==> src/rtl/uart_pkg.sv <==
// Shared UART definitions: frame state encoding and oversampling constants.
// Used by both the receiver and the transmitter.
package uart_pkg;

  localparam int OSR_DEF = 16;
  localparam int MID_IDX = OSR_DEF / 2 - 1;

  typedef enum logic [2:0] {
    S_IDLE,
    S_START,
    S_DATA,
    S_PARITY,
    S_STOP,
    S_BREAK
  } uart_state_e;

  function automatic int mid_idx(input int osr);
    return osr / 2 - 1;
  endfunction

endpackage

==> src/rtl/uart_rx_sync.sv <==
// Multi-flop synchronizer for the asynchronous rx line.
// Resets to 1 so an idle line never looks like a start bit.
module uart_rx_sync #(
  parameter int SYNC_STAGES = 2
) (
  input  logic clk,
  input  logic aresetn,
  input  logic i_d,
  output logic o_q
);

  logic [SYNC_STAGES-1:0] r_sync;

  always_ff @(posedge clk or negedge aresetn) begin
    if (!aresetn) begin
      r_sync <= '1;
    end else begin
      r_sync[0] <= i_d;
      for (int i = 1; i < SYNC_STAGES; i++)
        r_sync[i] <= r_sync[i-1];
    end
  end

  assign o_q = r_sync[SYNC_STAGES-1];

endmodule

==> src/rtl/uart_rx_async.sv <==
// Oversampling UART receiver with glitch, framing, break and overflow handling.
// Parity checking is compiled in only when UART_RX_PARITY_EN is defined.
module uart_rx_async
  import uart_pkg::*;
#(
  parameter int OSR         = OSR_DEF,
  parameter int SYNC_STAGES = 2
) (
  input  logic       clk,
  input  logic       aresetn,
  input  logic       baud_tick,
  input  logic       rx,
  input  logic       bit8,
  input  logic       parity_en,
  input  logic       odd_n_even,
  input  logic       rx_read,
  output logic [7:0] rx_data,
  output logic       rx_ready,
  output logic       parity_err,
  output logic       framing_err,
  output logic       overflow
);

  localparam int TW = $clog2(OSR);
  localparam logic [TW-1:0] TMID  = TW'(mid_idx(OSR));
  localparam logic [TW-1:0] TLAST = TW'(OSR - 1);

  uart_state_e r_state;
  uart_state_e w_next;

  logic          w_rx_s;
  logic [TW-1:0] r_tick;
  logic [2:0]    r_bit;
  logic [7:0]    r_shift;
  logic [7:0]    w_byte;
  logic          w_last_bit;
  logic          w_start_chk;
  logic          w_sample;
  logic          w_shift;
  logic          w_par;
  logic          w_done;
  logic          w_perr;

  logic [7:0] r_data;
  logic       r_ready;
  logic       r_ferr;
  logic       r_ovf;

  uart_rx_sync #(
    .SYNC_STAGES(SYNC_STAGES)
  ) u_sync (
    .clk    (clk),
    .aresetn(aresetn),
    .i_d    (rx),
    .o_q    (w_rx_s)
  );

  assign w_byte     = bit8 ? r_shift : {1'b0, r_shift[7:1]};
  assign w_last_bit = (r_bit == (bit8 ? 3'd7 : 3'd6));

  always_ff @(posedge clk or negedge aresetn) begin
    if (!aresetn) r_state <= S_IDLE;
    else          r_state <= w_next;
  end

  always_comb begin
    w_next = r_state;
    unique case (r_state)
      S_IDLE:
        if (baud_tick && !w_rx_s) w_next = S_START;
      S_START:
        if (w_start_chk) w_next = w_rx_s ? S_IDLE : S_DATA;
      S_DATA:
        if (w_shift && w_last_bit) begin
`ifdef UART_RX_PARITY_EN
          w_next = parity_en ? S_PARITY : S_STOP;
`else
          w_next = S_STOP;
`endif
        end
      S_PARITY:
        if (w_sample) w_next = S_STOP;
      S_STOP:
        if (w_sample) w_next = w_rx_s ? S_IDLE : S_BREAK;
      S_BREAK:
        if (baud_tick && w_rx_s) w_next = S_IDLE;
      default:
        w_next = S_IDLE;
    endcase
  end

  always_comb begin
    w_start_chk = 1'b0;
    w_sample    = 1'b0;
    w_shift     = 1'b0;
    w_par       = 1'b0;
    w_done      = 1'b0;
    if (r_state == S_START)
      w_start_chk = baud_tick && (r_tick == TMID);
    if (r_state == S_DATA || r_state == S_PARITY || r_state == S_STOP)
      w_sample = baud_tick && (r_tick == TLAST);
    w_shift = w_sample && (r_state == S_DATA);
    w_par   = w_sample && (r_state == S_PARITY);
    w_done  = w_sample && (r_state == S_STOP);
  end

  // Counter restarts at every sample point so each bit spans exactly OSR ticks.
  always_ff @(posedge clk or negedge aresetn) begin
    if (!aresetn) begin
      r_tick  <= '0;
      r_bit   <= '0;
      r_shift <= '0;
    end else if (baud_tick) begin
      if (r_state == S_IDLE || r_state == S_BREAK ||
          w_start_chk || w_sample)
        r_tick <= '0;
      else
        r_tick <= r_tick + 1'b1;
      if (w_start_chk) begin
        r_bit   <= '0;
        r_shift <= '0;
      end else if (w_shift) begin
        r_bit   <= w_last_bit ? 3'd0 : r_bit + 3'd1;
        r_shift <= {w_rx_s, r_shift[7:1]};
      end
    end
  end

`ifdef UART_RX_PARITY_EN
  logic r_perr_pend;
  logic r_perr;

  always_ff @(posedge clk or negedge aresetn) begin
    if (!aresetn)
      r_perr_pend <= 1'b0;
    else if (w_start_chk)
      r_perr_pend <= 1'b0;
    else if (w_par)
      r_perr_pend <= (^w_byte) ^ w_rx_s ^ odd_n_even;
  end

  always_ff @(posedge clk or negedge aresetn) begin
    if (!aresetn)
      r_perr <= 1'b0;
    else if (w_done && (!r_ready || rx_read))
      r_perr <= r_perr_pend;
  end

  assign w_perr = r_perr;
`else
  logic w_unused_cfg;
  assign w_unused_cfg = &{1'b0, parity_en, odd_n_even, w_par};
  assign w_perr = 1'b0;
`endif

  always_ff @(posedge clk or negedge aresetn) begin
    if (!aresetn) begin
      r_data  <= '0;
      r_ready <= 1'b0;
      r_ferr  <= 1'b0;
      r_ovf   <= 1'b0;
    end else if (w_done) begin
      if (!r_ready || rx_read) begin
        r_data  <= w_byte;
        r_ready <= 1'b1;
        r_ferr  <= ~w_rx_s;
        r_ovf   <= 1'b0;
      end else begin
        r_ovf <= 1'b1;
      end
    end else if (rx_read && r_ready) begin
      r_ready <= 1'b0;
      r_ovf   <= 1'b0;
    end
  end

  assign rx_data     = r_data;
  assign rx_ready    = r_ready;
  assign parity_err  = w_perr;
  assign framing_err = r_ferr;
  assign overflow    = r_ovf;

endmodule

==> config.mk <==
export PLATFORM = sky130hd
export DESIGN_NAME = uart_rx_async
export DESIGN_NICKNAME = d
export VERILOG_FILES = /design/src/rtl/uart_pkg.sv /design/src/rtl/uart_rx_sync.sv /design/src/rtl/uart_rx_async.sv
export SDC_FILE = /design/constraint.sdc
export NUM_CORES = 1
export LEC_CHECK = 0
export ABC_AREA = 1
export CAP_MARGIN = 10
export CORE_MARGIN = 2
export CORE_UTILIZATION = 50
export DETAILED_ROUTE_END_ITERATION = 12
export GPL_ROUTABILITY_DRIVEN = 0
export GPL_TIMING_DRIVEN = 0
export PLACE_DENSITY = 0.78
export SLEW_MARGIN = 20
export SYNTH_ARGS = -nofsm -noshare
export SYNTH_HDL_FRONTEND = slang
export SYNTH_HIERARCHICAL = 1
export SYNTH_SLANG_ARGS = --single-unit
==> constraint.sdc <==
create_clock -name clk -period 1.55 [get_ports clk]
set_input_delay 0.2325 -clock clk [delete_from_list [all_inputs] [get_ports clk]]
set_output_delay 0.2325 -clock clk [all_outputs]
set_load 0.02 [all_outputs]
==> results.json <==
{
  "ys_seq_area_share_pct": 48.5,
  "cts.sinks": 31,
  "antenna_found_initial": 0,
  "multi_input_area_um2": 751,
  "gr-total-overflow": 0,
  "cts_max_path_buffers": 2,
  "relSlewSlack_pct": 55.6,
  "fp-row-count": 20,
  "finalMaxSlewViolations": 0,
  "cpMostUsedCell": "nand2_1",
  "drt-wirelength-per-cell_um": 11.8,
  "syn_inst": 195,
  "synthMuxAreaShare_pct": 0,
  "p_per_area_nw_per_um2": 1300,
  "max_freq_mhz": 689,
  "drt-total-wl_um": 3160,
  "synthTopCellsByArea": "dfrtp_1 (45%), nand2_1 (12%), nor2_1 (7.0%)",
  "synth_compound_area_share_pct": 9.28,
  "ir_worst_vdd_mv": 1.02,
  "first_iter_violations": 74,
  "via_count": 1335,
  "ys_ff_latch": 31,
  "max_stage_delay_ps": 430,
  "seqCellArea_um2": 778,
  "drt_first_pass_iters": 4,
  "final_common_cell": "nand2_1",
  "setup_viol": 0,
  "status": "finished clean",
  "htree_levels": 2,
  "grt_start_max_net_pins": 32,
  "timing.max_cap.violations": 0,
  "antenna_cells": 0,
  "dpl.hpwl_um": 2130,
  "internal_power_mw": 1.63,
  "critPathSlowestCell": "dfrtp_1",
  "yosysTopAreaCell": "dfrtp_1",
  "synth-simple-area-share_pct": 31.2,
  "cp_max_fo": 9,
  "numCtsBuffers": 5,
  "synth_xor_area_share_pct": 2.18,
  "cts_tree": "done",
  "swShare_pct": 36.8,
  "hold_path_class": "in2reg",
  "cp-start-kind": "register",
  "die_w_um": 60.7,
  "hold_viol_final": 0,
  "rsz0062_at_grt": "false",
  "post-route-min-period_ps": 1450,
  "comb_power_share_pct": 32.6,
  "worst_pin_slew_ps": 666,
  "filler_cell_count": 265,
  "power_mw": 2.58,
  "synth.top_cell.area_share_pct": 45.2,
  "fin_worst_skew_ps": 4.14,
  "antenna_left": 0,
  "synth_warnings": 6,
  "vias_per_cell": 5.00,
  "seqPwrFrac_pct": 41.9,
  "cts_root_buf": "clkbuf_4",
  "core_area_um2": 3050,
  "die-area_um2": 3680,
  "syn-num-nets": 205,
  "critPathRequiredTime_ps": 1760,
  "track_usage_pct": 19.7,
  "grt_pass1_wl_um": 5400,
  "drc": 0,
  "synth_top_family_by_area": "simple AND/OR/NAND/NOR gates",
  "layout-drive-gt1-share_pct": 16.1,
  "clock_latency_ps": 320,
  "fin_util_pct": 65.2,
  "clkPwrFrac_pct": 25.5,
  "die-height_um": 60.7,
  "fin_nets": 232,
  "arrival_ps": 1670,
  "r2r_slack_ps": 100,
  "area_delta_synth_final_pct": 23.9,
  "end_kind": "register",
  "syn_area_um2": 1610,
  "ioPinCount": 20,
  "start_util_pct": 52.6,
  "path_cells": "ha_4, nand3_4, nor2_4, nand2_1, nand2_4, inv_4, nand2_1, o31ai_1",
  "avgSynthCellArea_um2": 8.23,
  "clk_pin_slew_worst_paths_ps": 100,
  "crit_type": "reg2reg",
  "io_buffers": 15,
  "post-route-period-util_pct": 93.7,
  "grt_pass1_vias": 1205,
  "synth.distinct_cells": 28,
  "synth-adder-area-share_pct": 1.56,
  "leakage_nw": 1.18,
  "final_cell_mix": "nand2_1 (52), nor2_1 (29), dfrtp_1 (29)",
  "switching_power_mw": 0.949,
  "hold_ws_ps": 260
}
## registers in the layout, indices dropped and copies added, names as in the netlist
register and cells:
r_state 3, overflow 1, r_bit 3, framing_err 1
u_sync/r_sync 2, rx_data 8, rx_ready 1, r_shift 8
r_tick 4
## critical path: cells and delay by family, from the launching register on
kind	cells	cell delay, ps
and+or+nand+nor	5	600
DFF	1	430
buffers and inverters	1	60
AOI/OAI and AO/OA	1	70
adders and majority gates	1	190
## worst paths after layout
path | to | cells after the start | from
hold reg to reg | u_sync/r_sync[1] | 0 | u_sync/r_sync[0]
setup reg to reg | r_shift[5] | 8 | r_tick[1]
setup / recovery | r_shift[5] | 8 | r_tick[1]
hold / removal | rx_data[0] | 3 | bit8
min in group asynchronous | r_shift[1] | 2 | aresetn
max in group asynchronous | overflow | 2 | aresetn
## final cells by class
class	count	area share [%]
Buffer	4	1.70
Inverter	20	4.03
Tap cell	44	2.77
Clock inverter	2	1.76
Timing Repair Buffer	19	10.3
Multi-Input combinational cell	141	37.7
Sequential cell	31	39.1
Clock buffer	6	2.58
## stage by stage
stage / setup slack (ps) / std cells / area (um2) / TNS [ps]
4_1_cts: 10.6 / 263 / 1900 / 0
2_1_floorplan: 227 / 195 / 1610 / 0
5_1_grt: 15.9 / 267 / 1990 / 0
3_3_place_gp: -261 / 254 / 1810 / -8240
6_report: 98.3 / 267 / 1990 / 0
3_5_place_dp: -86.9 / 254 / 1810 / -1450
## power groups by stage
stage               clock [mW]  sequential [mW]  combinational [mW]
detailed placement           0             1.07               0.769
global placement             0             1.07               0.748
global route             0.713             1.10               0.986
finish                   0.656             1.08               0.840
CTS                      0.675             1.06               0.783
floorplan                    0             1.05               0.620
## cell usage after synthesis
| cell | n |
|---|---|
| nand3_4 | 1 |
| nand2_1 | 52 |
| o21ai_2 | 2 |
| o21ai_0 | 6 |
| nor2_2 | 2 |
| nand3_2 | 2 |
| nand2_4 | 1 |
| dfstp_2 | 2 |
| buf_4 | 3 |
| nor2_4 | 1 |
| dfrtp_1 | 29 |
| inv_1 | 16 |
| nand4_1 | 3 |
| inv_4 | 2 |
| o21bai_1 | 3 |
| nand2_2 | 1 |
| nand3b_1 | 2 |
| ha_1 | 2 |
| xor2_1 | 3 |
| o31ai_1 | 9 |
| a31oi_1 | 1 |
| conb_1 | 1 |
| xnor2_1 | 1 |
| nand3_1 | 16 |
| inv_2 | 2 |
| a21oi_1 | 1 |
| buf_6 | 1 |
| nor2_1 | 30 |
## kinds of logic after synthesis
family,after synthesis
AND/OR/NAND/NOR,111
flip-flops,31
buffers and inverters,24
adder cells (fa/ha/maj),2
AO/OA/AOI/OAI,22
other,1
XOR/XNOR,4
## repair_timing
action                                  4_1_cts  5_1_grt
hold endpoints to repair                     29        0
endpoints found under the setup margin        0       32
hold buffers                                  1        0
gates resized for setup                       0       17
setup buffers                                 0        3
## metal layers
metal | routed length [um] | part of all wire (%) | global-route usage [%]
met5 | 0 | 0 | 0
met4 | 54 | 1.7 | 8.39
met2 | 1510 | 48 | 32.9
met1 | 1460 | 46 | 25.1
met3 | 131 | 4.2 | 3.84
Power figures use the tool's default switching activity.
